===== src/rtl/pipeline_hazard_ctrl.sv =====
// Hazard controller for the 5-stage pipeline: load-use stalls, redirect flushes,
// data-memory wait stalls with timeout detection, plus saturating stall/flush counters.
module pipeline_hazard_ctrl #(
    parameter int MEM_TIMEOUT = 16,
    parameter int CNT_W       = 16
) (
    input  logic             clk,
    input  logic             rst_n,
    input  logic [4:0]       Rs1D,
    input  logic [4:0]       Rs2D,
    input  logic [4:0]       RdE,
    input  logic             ResultSrcE0,
    input  logic             PCSrcE,
    input  logic             MemReqM,
    input  logic             MemReadyM,
    output logic             StallF,
    output logic             StallD,
    output logic             StallE,
    output logic             StallM,
    output logic             FlushD,
    output logic             FlushE,
    output logic             FlushW,
    output logic             MemErr,
    output logic [CNT_W-1:0] StallCnt,
    output logic [CNT_W-1:0] FlushCnt
);

    typedef enum logic [1:0] {RUN, WAIT, ERR} stateT;

    localparam logic [15:0]      TIMEOUT_LAST = 16'(MEM_TIMEOUT - 1);
    localparam logic [CNT_W-1:0] CNT_ONE      = {{(CNT_W-1){1'b0}}, 1'b1};
    localparam logic [CNT_W-1:0] CNT_MAX      = {CNT_W{1'b1}};

    stateT       state;
    logic [15:0] waitCnt;
    logic        memBusy;
    logic        lwStall;
    logic        flushApply;

    assign memBusy = MemReqM & ~MemReadyM;
    assign lwStall = ResultSrcE0 & (RdE != 5'd0) & ((RdE == Rs1D) | (RdE == Rs2D));

    // Priority: error lock-up, memory wait, redirect, load-use. Everything is forced low during reset.
    always_comb begin
        StallF     = 1'b0;
        StallD     = 1'b0;
        StallE     = 1'b0;
        StallM     = 1'b0;
        FlushD     = 1'b0;
        FlushE     = 1'b0;
        FlushW     = 1'b0;
        flushApply = 1'b0;
        if (rst_n) begin
            if (state == ERR || memBusy) begin
                StallF = 1'b1;
                StallD = 1'b1;
                StallE = 1'b1;
                StallM = 1'b1;
                FlushW = 1'b1;
            end else if (PCSrcE) begin
                FlushD     = 1'b1;
                FlushE     = 1'b1;
                flushApply = 1'b1;
            end else if (lwStall) begin
                StallF = 1'b1;
                StallD = 1'b1;
                FlushE = 1'b1;
            end
        end
    end

    always_ff @(posedge clk or negedge rst_n) begin
        if (!rst_n) begin
            state    <= RUN;
            waitCnt  <= 16'd0;
            MemErr   <= 1'b0;
            StallCnt <= '0;
            FlushCnt <= '0;
        end else begin
            case (state)
                RUN: begin
                    waitCnt <= 16'd0;
                    if (memBusy) state <= WAIT;
                end
                WAIT: begin
                    if (!memBusy) begin
                        state   <= RUN;
                        waitCnt <= 16'd0;
                    end else if (waitCnt == TIMEOUT_LAST) begin
                        state  <= ERR;
                        MemErr <= 1'b1;
                    end else begin
                        waitCnt <= waitCnt + 16'd1;
                    end
                end
                ERR:     state <= ERR;
                default: state <= RUN;
            endcase
            if (StallF && StallCnt != CNT_MAX) StallCnt <= StallCnt + CNT_ONE;
            if (flushApply && FlushCnt != CNT_MAX) FlushCnt <= FlushCnt + CNT_ONE;
        end
    end

endmodule


===== config.mk =====
export PLATFORM = sky130hd
export DESIGN_NAME = pipeline_hazard_ctrl
export DESIGN_NICKNAME = d
export VERILOG_FILES = /design/src/rtl/pipeline_hazard_ctrl.sv
export SDC_FILE = /design/constraint.sdc
export NUM_CORES = 1
export LEC_CHECK = 0
export ABC_AREA = 1
export CAP_MARGIN = 20
export CORE_MARGIN = 2
export CORE_UTILIZATION = 57
export CTS_CLUSTER_SIZE = 20
export DETAILED_ROUTE_END_ITERATION = 16
export PLACE_DENSITY = 0.86
export SYNTH_ARGS = -nofsm -noshare
export SYNTH_HDL_FRONTEND = slang
export SYNTH_SLANG_ARGS = --single-unit

===== constraint.sdc =====
create_clock -name clk -period 5.7 [get_ports clk]
set_clock_uncertainty 0.1 [all_clocks]
set_input_delay 1.425 -clock clk [delete_from_list [all_inputs] [get_ports clk]]
set_output_delay 1.425 -clock clk [all_outputs]
set_load 0.1 [all_outputs]

[Word-level counts from Yosys, hierarchy flattened]
Index checks and enable logic that the tools add are counted.
Word-level totals
  flip-flop bits (word level): 51
  output and inout port bits: 40
Cells by class
  mux-type cells: 19
  $add $sub $neg: 3
  reduce and logical (&&, ||, !) cells: 9
  bitwise gates (word level): 5
  equality and inequality tests: 10
Operator list (number)
  $add A16 B1 Y16 const B: 3
  $mux W16: 2
  $ne A16 B16 Y1 const B: 2
  $pmux W16 S2: 1
  $eq A16 B4 Y1 const B: 1
  $mux W1: 12
  $eq A5 B5 Y1: 2
  $mux W2: 3
  $ne A3 B3 Y1 const B: 2
  $pmux W2 S3: 1
  $reduce_bool A5 Y1: 1
  $reduce_and A2 Y1: 2
  $and A1 B1 Y1: 3
  $reduce_and A3 Y1: 1
  $eq A2 B1 Y1 const B: 1
  $eq A2 B2 Y1 const B: 1
  $logic_and A1 B1 Y1: 2
  $logic_not A2 Y1: 1
  $ne A2 B2 Y1 const B: 1
  $reduce_bool A2 Y1: 1
  $logic_or A1 B1 Y1: 1
  $not A1 Y1: 1
  $or A1 B1 Y1: 1

[Depth between registers and ports, before layout]
  depth in word-level cells: 8
  depth in mapped cells: 12
  mapped depth without buffers: 11

[Least setup slack after synthesis]
No wires, ideal clock.
  path type: input -> output
  start point: input RdE[1]
  end point: output FlushE
  stages on the path: 8
  buffers on the path: 0
  required time: 4175 ps
  slack: 302 ps
  data arrival time: 3873 ps
  path through: inv_1 nand2_1 nand2_1 nor2_1 nand3_1 nand2_1 a21oi_1 nor3_1
Between the ends
  cells in the longest elaborated chain, start to end: 7
  elaborated cells between the ends (all ways): 10
Ends and longest elaborated chain
  start, declared: RTL line 11  | input logic [4:0] RdE,
  $eq A5 B5 Y1 / $reduce_bool A5 Y1 (equally long branches): RTL line 41  | assign lwStall = ResultSrcE0 & (RdE != 5'd0) & ((RdE == Rs1D) | (RdE == Rs2D));
  $or A1 B1 Y1 / $and A1 B1 Y1 (equally long branches): RTL line 41
  $and A1 B1 Y1 *: RTL line 41
  $mux W1 *: RTL line 64  | end else if (lwStall) begin
  $mux W1 *: RTL line 60  | end else if (PCSrcE) begin
  $mux W1 *: RTL line 54  | if (state == ERR || memBusy) begin
  $mux W1 *: RTL line 53  | if (rst_n) begin
  end, declared: RTL line 21  | output logic FlushE,
Mark *: on every way between the ends. The rest lies on a longest branch, timed or not.

[Worst setup path after layout]
  start point: input MemReqM
  end point: output StallD
Between the ends
  cells in the longest elaborated chain, start to end: 4
Ends and longest elaborated chain
  start, declared: RTL line 14  | input logic MemReqM,
  $and A1 B1 Y1: RTL line 40  | assign memBusy = MemReqM & ~MemReadyM;
  $logic_or A1 B1 Y1: RTL line 54
  $mux W1: RTL line 54
  $mux W1: RTL line 53
  end, declared: RTL line 17  | output logic StallD,
No other way between the ends.

==> results.tsv <==
metric	value	unit
outcome	completed	
largest net degree at the start of global routing	52	
RSZ-0062 raised after global routing	false	
port buffer count	60	
Clk pin slew, worst setup/hold paths	0.10	ns
Routed Antenna Nets	0	
r2r endpoint	StallCnt[3]	
Sum Neg Setup Slack	0	ns
Routed wire per std cell	13.26	µm
Hold Crit Endpoint	MemErr	
Post-synth EDFFs	0	
Seq/Total Area, Yosys	0.3887	
mapped cell area	3283	µm²
Final Util	0.7224	
hold path depth	2	
R2R Setup Slk	3.72	ns
Critical Path Source Type	input pin	
Mapped Cells	448	
I/O Pins	61	
die footprint	6383	µm²
Hold WC Path Type	reg -> reg	
post-synthesis cell type with the largest combined area	dfrtp_1	
cts hold-fix bufs	0	
CP endpoint kind	primary output	
min-delay src	MemErr	
average size of a mapped cell	7.328	µm²
final setup vio count	0	
gr ovfl total	0	
highest ir drop seen on vdd	182.4	µV
Final Max Slew Viols	0	
static leakage	1.925	nW
clock root buffer master	clkbuf_8	
power per cell area	223.7	nW/µm²
Synth top area share	0.3887	
DR iter-0 viols	209	
Post-synth top flop	dfrtp_1	
Layout Nets	532	
worst skew pair latency	0.31	ns
WS Path Type	in -> out	
Layout area overhead	21.91	%
clock tree buffer depth	2	
CTS buffer count	5	
Required @ worst endpoint	4.18	ns
critical path arrival	3.09	ns
gr usage total	0.2561	
actual slew at the worst max-slew pin	1.001	ns
# DRC	0	
initial antenna violation count	0	
top cells by area, synth	dfrtp_1 (39%), nand2_1 (14%), nand3_1 (6.6%)	
Antenna diodes	0	
Final Hold Viols	0	
post-synth cell types	34	
Tmin final	4.619	ns
Placer Congestion	0.8991	
ratio of cells with drive above 1 in the final layout	0.08251	
Place WS	1.094	ns
Starting Density	0.5926	
Slew HR	0.3305	
fin worst setup slack	1.081	ns
row count	27	
syn_nets	472	
hpwl dp	5.700	mm
routed wire length	7.706	mm
Max-Cap Viols	0	
htree depth	2	
most common cell in the netlist	nand2_1	
R2R depth	8	
first-pass GRT wire length	13.19	mm
Post-CTS Resized	0	
drt via density	5.301	
fmax	216.5	MHz
Setup Buffers After CTS	0	
beginning of the worst register-to-register path	StallCnt[0]	
Die Ht	79.90	µm
FFs w/ async S/R, synth	1.000	
yosys warns	0	
DRT Pass-1 Iters	4	
CTS Sinks	51	
flops & latches, synth	51	
vias in the first global route	3013	
CTS tree	built	
DR vias	3080	
CP Max Fanout	20	
most frequent cells after synthesis	nand2_1 (124), inv_1 (56), dfrtp_1 (51)	
Final period util	0.8103	
core area	5540	µm²
Die X	79.90	µm
-- critical path, cell delays in order --
cell,delay (ns)
clkdlybuf4s50_1,0.45
inv_1,0.03
or2_1,0.34
nand2_4,0.14
inv_2,0.05
nor2_4,0.12
inv_2,0.08
nand2_8,0.15
buf_4,0.32
-- power by group --
group / leakage [nW] / switching (mW) / internal, mW
Combinational: 1.19 / 0.173 / 0.0615
Sequential: 0.674 / 0.0210 / 0.376
Clock: 0.0587 / 0.130 / 0.133
Total: 1.93 / 0.325 / 0.571
-- worst max path at each step --
stage / startpoint / to / slack [ns] / depth (start not counted)
after global routing: MemReqM / StallD / 0.98 / 9
after CTS: MemReqM / StallD / 1.09 / 9
final: MemReqM / StallD / 1.08 / 9
after floorplan: RdE[1] / FlushE / 0.30 / 8
after global placement: MemReqM / StallD / 1.13 / 9
after detailed placement: MemReqM / StallD / 1.09 / 9
-- logic make-up (layout without fill, tap and decap cells) --
group,after synthesis,after routing,synth area share
simple gates,264,264,0.3727
flops,51,51,0.3887
xor+xnor,33,33,0.08803
buf+inv,71,132,0.09413
compound gates,26,26,0.04497
fa+ha+maj,3,3,0.01143
-- state kept, by name, indices dropped and copies added (netlist names) --
| signal | cells |
|---|---|
| state | 2 |
| waitCnt | 16 |
| FlushCnt | 16 |
| StallCnt | 16 |
| MemErr | 1 |
-- cells in the final DEF, fill, tap and decap left out, drive strengths merged --
cell type / count
nand3: 46
dfrtp: 51
o22ai: 3
inv: 64
nor3b: 4
clkdlybuf4s50: 52
o41ai: 1
xor2: 20
a21oi: 3
ha: 3
o2111ai: 1
xnor2: 13
buf: 9
clkinv: 1
clkbuf: 5
nand4: 18
nor3: 10
o211ai: 1
bufinv: 1
nand2: 131
and2: 1
or2: 1
nor2: 53
o21ai: 17
-- final cells by class --
| class | instances | area [µm²] |
|---|---|---|
| clock inverter | 3 | 47.55 |
| sequential | 51 | 1276 |
| multi-input combinational | 326 | 1698 |
| fill | 445 | 1538 |
| inverter | 63 | 236.5 |
| timing repair buffer | 61 | 585.6 |
| tap | 72 | 90.09 |
| clock buffer | 5 | 68.82 |
-- per-layer routing --
| layer | vias up | global-route usage | wire (µm) |
|---|---|---|---|
| met4 | 0 | 0.06949 | 91 |
| met3 | 9 | 0.04186 | 330 |
| met5 | - | 0 | 0 |
| met2 | 86 | 0.4392 | 3816 |
| li1 | 1538 | - | - |
| met1 | 1447 | 0.3345 | 3468 |
-- stage by stage --
| step | area (µm²) | power (mW) | hold WS (ns) | cells |
|---|---|---|---|---|
| floorplan | 3283 | 0.5729 | 0.3971 | 448 |
| global placement | 3886 | 0.6343 | 0.3537 | 573 |
| detailed placement | 3886 | 0.6390 | 0.3726 | 573 |
| CTS | 4003 | 0.8989 | 0.4056 | 581 |
| global route | 4003 | 0.9290 | 0.4325 | 581 |
| finish | 4003 | 0.8952 | 0.3927 | 581 |
(Power assumes the default switching activity.)
